[src/rtl/crossdomain_data_tx_pkg.sv]
// Shared types for the crossdomain_data transmit front-end: FSM state encoding
// and FIFO sizing helper.
package crossdomain_data_tx_pkg;

  typedef enum logic {
    ST_IDLE = 1'b0,
    ST_WAIT = 1'b1
  } tx_state_e;

  function automatic int fifo_depth(input int aw);
    return 1 << aw;
  endfunction

endpackage

[src/rtl/crossdomain_tx_fifo.sv]
// Small synchronous FIFO feeding the transmit FSM. A push on a full FIFO is
// accepted only when a pop happens in the same cycle.
module crossdomain_tx_fifo
  import crossdomain_data_tx_pkg::*;
#(
  parameter int DATA_WIDTH = 32,
  parameter int FIFO_AW    = 2
) (
  input  logic                  clk,
  input  logic                  reset,
  input  logic                  push,
  input  logic [DATA_WIDTH-1:0] wdata,
  input  logic                  pop,
  output logic [DATA_WIDTH-1:0] rdata,
  output logic                  full,
  output logic                  empty,
  output logic [FIFO_AW:0]      count
);

  localparam int               DEPTH    = fifo_depth(FIFO_AW);
  localparam logic [FIFO_AW:0] FULL_CNT = (FIFO_AW+1)'(DEPTH);

  logic [DATA_WIDTH-1:0] mem_q [DEPTH];
  logic [FIFO_AW-1:0]    wr_ptr_q, wr_ptr_d;
  logic [FIFO_AW-1:0]    rd_ptr_q, rd_ptr_d;
  logic [FIFO_AW:0]      count_q, count_d;
  logic                  do_push, do_pop;

  assign full  = (count_q == FULL_CNT);
  assign empty = (count_q == '0);
  assign count = count_q;
  assign rdata = mem_q[rd_ptr_q];

  always_comb begin
    do_pop   = pop && !empty;
    do_push  = push && (!full || do_pop);
    wr_ptr_d = do_push ? wr_ptr_q + 1'b1 : wr_ptr_q;
    rd_ptr_d = do_pop  ? rd_ptr_q + 1'b1 : rd_ptr_q;
    count_d  = count_q;
    case ({do_push, do_pop})
      2'b10:   count_d = count_q + 1'b1;
      2'b01:   count_d = count_q - 1'b1;
      default: count_d = count_q;
    endcase
  end

  always_ff @(posedge clk or posedge reset) begin
    if (reset) begin
      wr_ptr_q <= '0;
      rd_ptr_q <= '0;
      count_q  <= '0;
    end else begin
      wr_ptr_q <= wr_ptr_d;
      rd_ptr_q <= rd_ptr_d;
      count_q  <= count_d;
    end
  end

  always_ff @(posedge clk or posedge reset) begin
    if (reset) begin
      for (int i = 0; i < DEPTH; i++) mem_q[i] <= '0;
    end else if (do_push) begin
      mem_q[wr_ptr_q] <= wdata;
    end
  end

endmodule

[src/rtl/crossdomain_data_tx.sv]
// Transmit front-end on the clk_a side of the crossdomain_data bridge: queues
// producer words and holds each on xd_data from strobe until done or timeout.
module crossdomain_data_tx
  import crossdomain_data_tx_pkg::*;
#(
  parameter int DATA_WIDTH     = 32,
  parameter int FIFO_AW        = 2,
  parameter int TIMEOUT_CYCLES = 255
) (
  input  logic                  clk,
  input  logic                  reset,
  input  logic [DATA_WIDTH-1:0] in_data,
  input  logic                  in_stb,
  output logic                  in_full,
  output logic                  in_overflow,
  output logic [DATA_WIDTH-1:0] xd_data,
  output logic                  xd_stb,
  input  logic                  xd_done,
  output logic                  idle,
  output logic                  timeout_err
);

  localparam int               DEPTH    = fifo_depth(FIFO_AW);
  localparam logic [FIFO_AW:0] FULL_CNT = (FIFO_AW+1)'(DEPTH);
  localparam bit               TMO_EN   = (TIMEOUT_CYCLES != 0);
  localparam int               CNT_W    = (TIMEOUT_CYCLES > 1) ? $clog2(TIMEOUT_CYCLES) : 1;
  localparam logic [CNT_W-1:0] CNT_LAST = CNT_W'((TIMEOUT_CYCLES > 0) ? TIMEOUT_CYCLES - 1 : 0);

  tx_state_e             state_q, state_d;
  logic [CNT_W-1:0]      cnt_q, cnt_d;
  logic [DATA_WIDTH-1:0] xd_data_q, xd_data_d;
  logic                  xd_stb_q, xd_stb_d;
  logic                  ovf_q, ovf_d;
  logic                  tmo_q, tmo_d;

  logic                  fifo_push, fifo_pop, fifo_full, fifo_empty;
  logic [DATA_WIDTH-1:0] fifo_head;
  logic [FIFO_AW:0]      fifo_count;

  crossdomain_tx_fifo #(
    .DATA_WIDTH (DATA_WIDTH),
    .FIFO_AW    (FIFO_AW)
  ) u_fifo (
    .clk   (clk),
    .reset (reset),
    .push  (fifo_push),
    .wdata (in_data),
    .pop   (fifo_pop),
    .rdata (fifo_head),
    .full  (fifo_full),
    .empty (fifo_empty),
    .count (fifo_count)
  );

  always_comb begin
    state_d   = state_q;
    cnt_d     = cnt_q;
    xd_data_d = xd_data_q;
    xd_stb_d  = 1'b0;
    tmo_d     = 1'b0;
    fifo_pop  = 1'b0;
    case (state_q)
      ST_IDLE: begin
        if (!fifo_empty) begin
          fifo_pop  = 1'b1;
          xd_data_d = fifo_head;
          xd_stb_d  = 1'b1;
          cnt_d     = '0;
          state_d   = ST_WAIT;
        end
      end
      ST_WAIT: begin
        // done takes priority over a timeout landing in the same cycle
        if (xd_done) begin
          state_d = ST_IDLE;
        end else if (TMO_EN && cnt_q == CNT_LAST) begin
          tmo_d   = 1'b1;
          state_d = ST_IDLE;
        end else begin
          cnt_d = cnt_q + 1'b1;
        end
      end
      default: state_d = ST_IDLE;
    endcase
    fifo_push = in_stb && (!fifo_full || fifo_pop);
    ovf_d     = in_stb && !fifo_push;
  end

  always_ff @(posedge clk or posedge reset) begin
    if (reset) begin
      state_q   <= ST_IDLE;
      cnt_q     <= '0;
      xd_data_q <= '0;
      xd_stb_q  <= 1'b0;
      ovf_q     <= 1'b0;
      tmo_q     <= 1'b0;
    end else begin
      state_q   <= state_d;
      cnt_q     <= cnt_d;
      xd_data_q <= xd_data_d;
      xd_stb_q  <= xd_stb_d;
      ovf_q     <= ovf_d;
      tmo_q     <= tmo_d;
    end
  end

  assign xd_data     = xd_data_q;
  assign xd_stb      = xd_stb_q;
  assign in_overflow = ovf_q;
  assign timeout_err = tmo_q;
  assign in_full     = (fifo_count == FULL_CNT);
  assign idle        = (state_q == ST_IDLE) && fifo_empty;

endmodule

[config.mk]
export PLATFORM = sky130hd
export DESIGN_NAME = crossdomain_data_tx
export DESIGN_NICKNAME = d
export VERILOG_FILES = /design/src/rtl/crossdomain_data_tx_pkg.sv /design/src/rtl/crossdomain_tx_fifo.sv /design/src/rtl/crossdomain_data_tx.sv
export SDC_FILE = /design/constraint.sdc
export NUM_CORES = 1
export LEC_CHECK = 0
export ABC_AREA = 1
export BUFFER_PORTS_ARGS = -buffer_cell sky130_fd_sc_hd__buf_2
export CAP_MARGIN = 25
export CORE_UTILIZATION = 30
export CTS_CLUSTER_DIAMETER = 150
export DETAILED_ROUTE_END_ITERATION = 6
export PLACE_DENSITY = 0.5
export SYNTH_ARGS = -nofsm -noshare
export SYNTH_HDL_FRONTEND = slang
export SYNTH_SLANG_ARGS = --single-unit
[constraint.sdc]
create_clock -name clk -period 4.9 [get_ports clk]
set_input_delay 0.245 -clock clk [delete_from_list [all_inputs] [get_ports clk]]
set_output_delay 0.245 -clock clk [all_outputs]
set_load 0.1 [all_outputs]
==> flow_metrics.tcl <==
set metrics [dict create \
    utilization 0.343 \
    setup_viol 0 \
    fin_ws_ns 2.43 \
    path_cells "clkinv_1, buf_4, nor2_1, o21ai_0, a31oi_1" \
    die_x_um 168 \
    worst-path-max-fanout 34 \
    post-place-ws_ns 2.36 \
    wirelength_um 18600 \
    overflow 0 \
    vias_per_cell 4.51 \
    fin_setup_tns_ns 0 \
    io_buffer_count 72 \
    tightest_slew_ns 0.997 \
    ys_warn_count 0 \
    synthCells 888 \
    yosysTopAreaCell "dfrtp_1" \
    p_int_uw 3800 \
    syn-num-nets 932 \
    maxCapViolCount 0 \
    worstHoldStart "in_stb" \
    placedInstanceArea_um2 8660 \
    startpoint_type "flop" \
    r2r_cells 5 \
    critPathMaxStageDelay_ns 0.89 \
    drive_gt1_frac 0.214 \
    drt_iter0_markers 388 \
    crit_buf_inv 2 \
    critPathSlowestCell "dfrtp_2" \
    cts_root_buf "clkbuf_16" \
    period_share 0.504 \
    dr.pass1.iters 4 \
    rows 60 \
    place.gp.congestion 0.719 \
    cts_hold_buffers 1 \
    p_seq_frac 0.350 \
    yosysTopAreaCellShare 0.544 \
    yosysUniqueCellTypes 28 \
    grt_pass1_vias 5817 \
    fp.dieH_um 168 \
    post_cts_resized 0 \
    ant_nets 0 \
    synth_area_um2 8230 \
    status "complete, no violations" \
    p_sw_frac 0.489 \
    synthToLayoutAreaGrowth_pct 12.3 \
    powerDensity_nw_per_um2 805 \
    cp-end-kind "flop" \
    synth_edf_count 0 \
    synth_flop_cell "dfrtp_1" \
    holdPathEnd "in_overflow" \
    cts_tree "yes" \
    num_antenna_cells 0 \
    clk_latency_ns 0.43 \
    syn_area_per_cell_um2 9.27 \
    fin_crit_ns 2.47 \
    htree_levels 4 \
    slew_violations 0 \
    worstSetupPathType "flop to flop" \
    final_area_um2 9240 \
    drcViolationCount 0 \
    wl_per_cell_um 14.5 \
    grt_max_degree 180 \
    required_ns 5.24 \
    cts_setup_buffers 0 \
    pwr-share-clk 0.182 \
    clock_skew_ns 0.0133 \
    crit_arrival_ns 2.81 \
    rrSetupSlack_ns 2.43 \
    hold_viol_final 0 \
    reg2reg_from "u_fifo.rd_ptr_q[1]" \
    ys_async_sr_fraction 1.00 \
    antenna_found_initial 0 \
    synth_seq_cells 179 \
    crit_family "buffers and inverters" \
    cts_buffers 17 \
    finish.net_count 975 \
    seq_area_frac_synth 0.544 \
    whs_path_depth 3 \
    clkSlewWorstSetupHoldPaths_ns 0.07 \
    dieArea_um2 28100 \
    power_switching_uw 3640 \
    grt_usage 0.142 \
    ir_drop_mv 0.264 \
    dr_total_vias 5792 \
    ios 73 \
    hold_path_class "input pin to flop" \
    grt_pass1_wl_um 31400 \
    r2r-end "xd_data[7]" \
    clk_path_buf_depth 2 \
    max_slew_margin 0.335 \
    synthTopCellsByArea "dfrtp_1, o21ai_2, nor2_1" \
    rsz0062_at_grt "no" \
    clkSinkCount 179 \
    pwr-share-comb 0.468 \
    p_leak_uw 0.00429 \
    place_hpwl_um 10600 \
    final_cell_mix "nor2_1, dfrtp_1, nand2_1, o21ai_2, buf_2" \
    start_util 0.305 \
    core_area_um2 27000 \
    fmax_mhz 405 \
]
## power by group through the flow
stage	clock [uW]	combinational (uW)	sequential (uW)
global placement	0	3490	2620
detailed placement	0	3540	2630
CTS	1390	3540	2610
finish	1360	3480	2600
floorplan	0	2070	3500
global route	1450	3860	2700
## worst register-to-register path, delay by kind of cell (launching register included)
kind	cells	cell delay [ns]
AO/OA/AOI/OAI	2	0.27
AND/OR/NAND/NOR	1	0.14
buffers and inverters	2	1.10
flip-flops	1	0.89
## state kept, by name, summed over array words and instances, names as in the netlist
register and cells:
cnt_q 8, in_overflow 1, state_q 1, timeout_err 1
u_fifo.count 3, u_fifo.mem_q 128, u_fifo.rd_ptr_q 2, u_fifo.wr_ptr_q 2
xd_data 32, xd_stb 1
## area by class of cell
cell class	count	area (um^2)
inverters	50	199
well taps	341	427
multi-input cells	605	3130
clock buffers	17	425
clock inverters	14	145
flip-flops and latches	179	4480
fillers	2836	17700
repair buffers	78	433
## how the worst max path moves through the flow
stage,depth (start not counted),slack (ns),end,startpoint
2_1_floorplan,1,2.14,in_full,u_fifo.count[0]
3_3_place_gp,5,2.44,xd_data[15],u_fifo.rd_ptr_q[1]
3_5_place_dp,5,2.36,xd_data[7],u_fifo.rd_ptr_q[1]
4_1_cts,5,2.33,xd_data[7],u_fifo.rd_ptr_q[1]
5_1_grt,5,2.12,xd_data[28],u_fifo.rd_ptr_q[1]
6_report,5,2.43,xd_data[7],u_fifo.rd_ptr_q[1]
## stage by stage
step	hold WS, ns	power, uW	cells
after global placement	0.439	6100	1251
after floorplan	0.316	5570	888
final	0.0563	7440	1284
after global routing	0.0398	8010	1284
after detailed placement	0.430	6170	1252
after CTS	0.0342	7540	1284
## metal layers
metal,track usage,up-vias,share of wire
met5,0,-,0
met4,0.0323,0,0.0039
met3,0.0314,5,0.024
met2,0.232,80,0.47
met1,0.192,2734,0.50
li1,-,2973,-
## cell usage after synthesis (all sizes together) (3+ instances only)
cell      n
inv      50
ha        7
nor3      4
buf      44
xor2      4
nand2   168
clkbuf   10
nand3     8
a31oi    32
nor2    178
a21oi     3
o21ai   198
dfrtp   179
## cells by family after synthesis
family                   Yosys count  share of synthesized area
AO/OA/AOI/OAI                    233                      0.184
XOR/XNOR                           5                    0.00532
adder cells (fa/ha/maj)            8                     0.0131
buffers and inverters            104                     0.0757
flip-flops                       179                      0.544
AND/OR/NAND/NOR                  359                      0.177
Note: power is estimated with default switching activity, not from simulation.
